**config.mk**
```make
export PLATFORM = sky130hd
export DESIGN_NAME = muldiv_unit
export DESIGN_NICKNAME = d
export VERILOG_FILES = /design/src/rtl/muldiv_unit.sv
export SDC_FILE = /design/constraint.sdc
export NUM_CORES = 1
export LEC_CHECK = 0
export CAP_MARGIN = 25
export CORE_MARGIN = 8
export CORE_UTILIZATION = 45
export CTS_CLUSTER_DIAMETER = 60
export DETAILED_ROUTE_END_ITERATION = 16
export SLEW_MARGIN = 10
export SYNTH_ARGS = -nofsm -noshare
export SYNTH_HDL_FRONTEND = slang
export SYNTH_SLANG_ARGS = --single-unit
```
**constraint.sdc**
```tcl
create_clock -name clk -period 8.4 [get_ports clk]
set_input_delay 0.84 -clock clk [delete_from_list [all_inputs] [get_ports clk]]
set_output_delay 0.84 -clock clk [all_outputs]
set_load 0.01 [all_outputs]
```
**src/rtl/muldiv_unit.sv**
```systemverilog
// Iterative RV32M multiply/divide unit: shift-add multiply, restoring divide.
// Define MULDIV_FAST_MUL_EN for a single-cycle combinational multiply path.
module muldiv_unit #(
    parameter int WORD_LENGTH = 32
) (
    input  logic                   clk,
    input  logic                   rst,
    input  logic                   start,
    input  logic [2:0]             funct3,
    input  logic [WORD_LENGTH-1:0] operand_a,
    input  logic [WORD_LENGTH-1:0] operand_b,
    input  logic [4:0]             rd_in,
    output logic                   busy,
    output logic                   done,
    output logic [WORD_LENGTH-1:0] result,
    output logic [4:0]             rd_out,
    output logic                   reg_write
);

    localparam int W  = WORD_LENGTH;
    localparam int CW = $clog2(W);

    typedef enum logic [1:0] {IDLE, CALC, DONE} state_t;

    state_t          state;
    logic [2:0]      op;
    logic            neg;
    logic [W-1:0]    hi;
    logic [W-1:0]    lo;
    logic [W-1:0]    opnd;
    logic [CW-1:0]   cnt;

    logic            is_div;
    logic            div_signed;
    logic            a_signed;
    logic            b_signed;
    logic            a_neg;
    logic            b_neg;
    logic [W-1:0]    abs_a;
    logic [W-1:0]    abs_b;
    logic            res_neg;
    logic            div_zero;
    logic            div_ovf;
    logic [W-1:0]    special_res;

    assign is_div     = funct3[2];
    assign div_signed = ~funct3[0];
    assign a_signed   = is_div ? div_signed
                      : (funct3[1:0] == 2'b01) || (funct3[1:0] == 2'b10);
    assign b_signed   = is_div ? div_signed : (funct3[1:0] == 2'b01);
    assign a_neg      = a_signed & operand_a[W-1];
    assign b_neg      = b_signed & operand_b[W-1];
    assign abs_a      = a_neg ? -operand_a : operand_a;
    assign abs_b      = b_neg ? -operand_b : operand_b;

    // Remainder follows the dividend sign; quotient and product use the xor.
    assign res_neg = (is_div && funct3[1]) ? a_neg : (a_neg ^ b_neg);

    assign div_zero = is_div && (operand_b == '0);
    assign div_ovf  = is_div && div_signed
                    && (operand_a == {1'b1, {(W-1){1'b0}}})
                    && (operand_b == '1);

    always_comb begin
        special_res = '0;
        if (div_zero)
            special_res = funct3[1] ? operand_a : '1;
        else
            special_res = funct3[1] ? '0 : operand_a;
    end

    logic            fast_hit;
    logic [W-1:0]    fast_res;
`ifdef MULDIV_FAST_MUL_EN
    logic [2*W-1:0]  ext_a;
    logic [2*W-1:0]  ext_b;
    logic [2*W-1:0]  fast_prod;
    assign ext_a     = {{W{a_signed & operand_a[W-1]}}, operand_a};
    assign ext_b     = {{W{b_signed & operand_b[W-1]}}, operand_b};
    assign fast_prod = ext_a * ext_b;
    assign fast_hit  = ~funct3[2];
    assign fast_res  = (funct3[1:0] == 2'b00) ? fast_prod[W-1:0]
                                              : fast_prod[2*W-1:W];
`else
    assign fast_hit  = 1'b0;
    assign fast_res  = '0;
`endif

    // One iteration: hi/lo hold the running product or remainder/quotient.
    logic [W:0]      mul_sum;
    logic [W:0]      div_sh;
    logic            div_ge;
    logic [W-1:0]    div_dif;
    logic [W-1:0]    nxt_hi;
    logic [W-1:0]    nxt_lo;
    logic [2*W-1:0]  prod;
    logic [W-1:0]    calc_res;

    assign mul_sum = {1'b0, hi} + (lo[0] ? {1'b0, opnd} : '0);
    assign div_sh  = {hi, lo[W-1]};
    assign div_ge  = div_sh >= {1'b0, opnd};
    assign div_dif = div_sh[W-1:0] - opnd;
    assign nxt_hi  = op[2] ? (div_ge ? div_dif : div_sh[W-1:0])
                           : mul_sum[W:1];
    assign nxt_lo  = op[2] ? {lo[W-2:0], div_ge}
                           : {mul_sum[0], lo[W-1:1]};

    always_comb begin
        prod     = '0;
        calc_res = '0;
        if (op[2]) begin
            calc_res = op[1] ? nxt_hi : nxt_lo;
            if (neg)
                calc_res = -calc_res;
        end else begin
            prod = {nxt_hi, nxt_lo};
            if (neg)
                prod = -prod;
            calc_res = (op[1:0] == 2'b00) ? prod[W-1:0] : prod[2*W-1:W];
        end
    end

    always_ff @(posedge clk or posedge rst) begin
        if (rst) begin
            state     <= IDLE;
            op        <= '0;
            neg       <= 1'b0;
            hi        <= '0;
            lo        <= '0;
            opnd      <= '0;
            cnt       <= '0;
            busy      <= 1'b0;
            done      <= 1'b0;
            result    <= '0;
            rd_out    <= '0;
            reg_write <= 1'b0;
        end else begin
            done      <= 1'b0;
            reg_write <= 1'b0;
            unique case (state)
                IDLE: begin
                    if (start) begin
                        op     <= funct3;
                        neg    <= res_neg;
                        rd_out <= rd_in;
                        cnt    <= '0;
                        hi     <= '0;
                        lo     <= abs_a;
                        opnd   <= abs_b;
                        busy   <= 1'b1;
                        if (div_zero || div_ovf) begin
                            result    <= special_res;
                            state     <= DONE;
                            done      <= 1'b1;
                            reg_write <= (rd_in != 5'd0);
                        end else if (fast_hit) begin
                            result    <= fast_res;
                            state     <= DONE;
                            done      <= 1'b1;
                            reg_write <= (rd_in != 5'd0);
                        end else begin
                            state <= CALC;
                        end
                    end
                end
                CALC: begin
                    hi  <= nxt_hi;
                    lo  <= nxt_lo;
                    cnt <= cnt + 1'b1;
                    if (cnt == CW'(W-1)) begin
                        result    <= calc_res;
                        state     <= DONE;
                        done      <= 1'b1;
                        reg_write <= (rd_out != 5'd0);
                    end
                end
                DONE: begin
                    state <= IDLE;
                    busy  <= 1'b0;
                end
                default: state <= IDLE;
            endcase
        end
    end

endmodule

```
======== After elaboration in Yosys (flattened, before gate mapping) ========
Index checks and enable logic that the tools add are counted.
cells by class
  add/subtract/negate cells ............... 7
  multiply operators ...................... 0
  divide/modulo/power cells ............... 0
  magnitude comparators ................... 1
  eq/ne operators ......................... 10
  shifts and indexed selects .............. 0
  multiplexer cells ....................... 41
  bitwise gates (word level) .............. 4
  reduce and logical (&&, ||, !) cells .... 19
operators by type and width
  kind                    count
  $mux W32                18
  $pmux W32 S2            3
  $neg A32 Y32            3
  $eq A32 B32 Y1 const B  2
  $mux W64                1
  $neg A64 Y64            1
  $add A32 B32 Y33        1
  $ge A33 B32 Y1          1
  $logic_not A32 Y1       1
  $sub A32 B32 Y32        1
  $mux W1                 10
  $pmux W5 S2             1
  $reduce_bool A5 Y1      2
  $reduce_and A2 Y1       4
  $mux W2                 3
  $ne A2 B2 Y1 const B    3
  $pmux W1 S2             3
  $add A5 B1 Y5 const B   1
  $eq A5 B5 Y1 const B    1
  $logic_and A1 B1 Y1     5
  $mux W5                 1
  $eq A2 B1 Y1 const B    2
  $eq A2 B2 Y1 const B    2
  $logic_not A2 Y1        2
  other kinds (7)         10
storage, ports and cells
  bits in registers ....................... 147
  latch bits .............................. 0
  bits in writable memories ............... 0
  memory bits (read-only) ................. 0
  output and inout port bits .............. 40
  word-level logic and storage cells ...... 94
  memories ................................ 0

======== Logic depth before layout (Yosys ltp) ========
  depth after elaboration ................. 9
  gate-level depth with buffers ........... 26

======== Worst setup path before layout ========
OpenSTA, ideal clock, no wires.
  kind .................................... reg-to-reg
  start point ............................. reg op[2]
  end point ............................... reg result[16]
  setup time .............................. 68 ps
  arrival ................................. 6061 ps
  path slack .............................. 2271 ps
  cell stages (with the launch flop) ...... 27
  path buffers ............................ 11
  clock period less this slack ............ 6129 ps
  cells stage by stage .................... dfrtp_1 > buf_2 > clkbuf_1 > buf_2 > buf_2 > buf_2 > buf_2 > buf_1 > clkbuf_1 > buf_2 > buf_2 > nand3_1 > o21ai_0 > ha_1 > o21a_1 > nand4_1 > or4_1 > nor3_1 > o311ai_1 > or3_1 > clkbuf_1 > nor4_2 > nand3_1 > or2_1 > or3b_1 > a21oi_1 > a32o_1
on the way
  cells in the longest elaborated chain, start to end .. 7
  elaborated cells on any way between the ends .. 11
ends and longest elaborated chain
  item                                             line      text
  start: declaration                               26        logic [2:0] op;
  start signal: assignment                         143       op <= funct3;
  $mux W32 (on tied branches)                      105, 103
  $neg A64 Y64 / $mux W32 (equally long branches)  118, 112
  $mux W64 / $neg A32 Y32 (equally long branches)  117, 114
  $mux W32 (on tied branches)                      119, 113
  $mux W32 *                                       111       if (op[2]) begin
  $mux W32 *                                       170       if (cnt == CW'(W-1)) begin
  $pmux W32 S2 *                                   140       unique case (state)
  end signal: assignment                           152       result <= special_res;
  end signal: assignment                           157       result <= fast_res;
  end signal: assignment                           171       result <= calc_res;
  end: declaration                                 15        output logic [WORD_LENGTH-1:0] result,
Every way passes the cells marked *; elsewhere a longest branch is shown, timed or not. The select of a mux whose other input is x is not followed.
A chain may end at the register's enable or synchronous reset.

======== Worst setup path after layout ========
  start point ............................. reg hi[18]
  end point ............................... reg result[28]
on the way
  cells in the longest elaborated chain, start to end .. 9
  elaborated cells on any way between the ends .. 15
ends and longest elaborated chain
  item                                                       line      text
  start: declaration                                         28        logic [W-1:0] hi;
  start signal: assignment                                   167       hi <= nxt_hi;
  $sub A32 B32 Y32 / $ge A33 B32 Y1 (equally long branches)  102, 101
  $mux W32 (2 in a row)                                      103       assign nxt_hi = op[2] ? (div_ge ? div_dif : div_sh[W-1:0])
  $neg A64 Y64 / $mux W32 (equally long branches)            118, 112
  $mux W64 / $neg A32 Y32 (equally long branches)            117, 114
  $mux W32 (on tied branches)                                119, 113
  $mux W32 *                                                 111
  $mux W32 *                                                 170
  $pmux W32 S2 *                                             140
Marks and branches as above.

==> results.ini <==
[yosys]
synth_seq_area_share_pct=21.8
avgSynthCellArea_um2=7.24
yosysMostFrequentCell=nand2_1
synthTopCellsByArea=dfrtp_1 (22%), o21ai_0 (7.1%), nand2_1 (6.7%)
netlist_instances=2334
yosysTopAreaCellShare_pct=21.8
yosys.area.top_type=dfrtp_1
yosys_warnings=0
async_flop_share_pct=100
synthTopCellsByCount=nand2_1 (300), o21ai_0 (239), a21oi_1 (204)
syn_area_mm2=0.0169
synth_edf_count=0
ys_seq_elements=147
synth_flop_cell=dfrtp_1
ys_types=102
synth_nets=2483

[timing]
hold_viol=0
rsz0062_at_grt=no
fmax_mhz=144
finalCritPeriodShare_pct=82.8
setup_viol_count_final=0
skew_ns=0.0105
slew_violations=0
relSlewSlack_pct=31.5
tightest_slew_ns=1.02
fin_crit_ns=6.95
finalSetupTns_ns=0

[cells_and_area]
multi_input_area_mm2=0.0124
syn2layout_area_growth_pct=12.2
drive_gt1_share_pct=6.43
num_antenna_cells=0
layout.nets=2501
fill_cells=3748
ff_latch_area_mm2=0.00368

[critical_path]
crit_chain=ha_1, a21oi_1, a21oi_1, o311ai_1, and3_1, buf_4, nand3_1, o21ai_0, ha_1, o21a_1, nand4_1, or4_1, nor3_1, o311ai_1, or3_1, nor4_1, nand3_1, o31ai_1, xor2_1, o21ai_0, o211ai_1
start_kind=flop
crit_required_ns=8.73
cp_slowest_cell=o311ai_1
cp_max_fo=17
critPathMaxStageDelay_ns=0.63
endpoint_kind=flop
worstRegToRegCells=21
arrival_ns=7.28
path_class=reg2reg

[clock_network]
cts_sinks=147
cts_resized=0
cts_buffers=17
path_clk_slew_ns=0.07
root_buffer=clkbuf_16
cts.htree.levels=4
postCtsSetupRepairBufs=0
hold_buffers=0
cts_tree=yes
clk_latency_ns=0.47
clock_path_buffers=2

[die]
core_area_mm2=0.0373
die_w_um=210
die_area_mm2=0.0440
die_h_um=210
rows=71
ios=115
initial_utilization_pct=45.3

[route]
wl_mm=74.3
vias=18900
antenna_left=0
wl_per_cell_um=26.2
via_per_inst=6.67
drtIter0Drc=2261
drt_first_pass_iters=5
drc_errors=0

[global_route]
grt_pass1_wl_mm=112
grt_pass1_vias=17600
grt_max_degree=116
grt_usage_pct=33.0
antenna_found_initial=1
grt-ovfl-total=0

[placed_design]
dpl.hpwl_mm=57.1
gp_congestion=1.00
port_buffers=114

[hold_path]
hold_path_class=reg2reg
holdPathStages=2

[status]
status=complete, no violations

[flow_run]
cap_viol_max_count=0

## worst paths after layout
| kind | from | endpoint | slack, ns |
|---|---|---|---|
| max | hi[18] | result[28] | 1.45 |
| min | result[9] | result[9] | 0.49 |
| max reg2reg | hi[18] | result[28] | 1.45 |
| min reg2reg | result[9] | result[9] | 0.49 |
| max in group asynchronous | rst | op[2] | 6.37 |
| min in group asynchronous | rst | opnd[17] | 0.81 |
## final cells by class
cell class                      instances  share of cell area [%]
Clock buffer                           24                    2.65
Clock inverter                          8                   0.521
Inverter                               72                    1.45
Multi-Input combinational cell       1965                    65.3
Sequential cell                       147                    19.4
Tap cell                              474                    3.13
Timing Repair Buffer                  149                    7.47
## cells in the final DEF, fill, tap and decap left out, types with 33 or more instances in the layout
cell	netlist	routed
nand4_1	36	36
xor2_1	71	71
ha_1	72	72
buf_4	1	33
a21oi_1	204	203
nand2_1	300	298
inv_1	70	69
nor2_1	180	177
nand3_1	65	65
clkdlybuf4s50_1	0	114
and2_1	47	47
dfrtp_1	147	144
o21ai_0	239	239
mux2i_1	43	43
nor3_1	72	72
o31ai_1	34	34
xnor2_1	70	70
## metal layers
layer	share of wire, %	global-route usage (%)
met5	0	0
met4	3.2	11.5
met3	11	7.91
met2	41	46.9
met1	45	47.7
## metrics by stage
| step | instances | cell area, um^2 | setup slack, ns | hold slack (ns) | util (%) |
|---|---|---|---|---|---|
| 3_5_place_dp | 2806 | 18300 | 1.70 | 0.474 | 49.2 |
| 3_3_place_gp | 2806 | 18300 | 1.87 | 0.465 | 49.2 |
| 4_1_cts | 2838 | 18900 | 1.64 | 0.487 | 50.8 |
| 2_1_floorplan | 2334 | 16900 | 2.27 | 0.463 | - |
| 6_report | 2839 | 19000 | 1.45 | 0.486 | 50.8 |
| 5_1_grt | 2839 | 19000 | 0.936 | 0.516 | 50.8 |
## state kept, by name (all words and copies together), names as in the netlist
register,count
neg,1
rd_out,5
reg_write,1
hi,32
done,1
state,2
result,32
cnt,5
busy,1
op,3
opnd,32
lo,32
## critical path, delay by kind of cell (launching register included)
| kind | cells | cell delay, ns |
|---|---|---|
| buffers and inverters | 1 | 0.27 |
| flip-flops | 1 | 0.43 |
| AND/OR/NAND/NOR | 8 | 2.85 |
| XOR/XNOR | 1 | 0.12 |
| AO/OA/AOI/OAI | 9 | 2.41 |
| adder cells (fa/ha/maj) | 2 | 0.73 |
## logic make-up after synthesis
kind of cell	Yosys count	share of synthesized area [%]
compound gates	805	30.4
buf+inv	222	5.18
fa+ha+maj	83	6.10
mux	70	4.35
xor+xnor	141	7.31
flops	147	21.8
simple gates	866	24.9
Power is not shown: default switching activity piles up to over one toggle a cycle in this logic, so the estimate is an artifact.
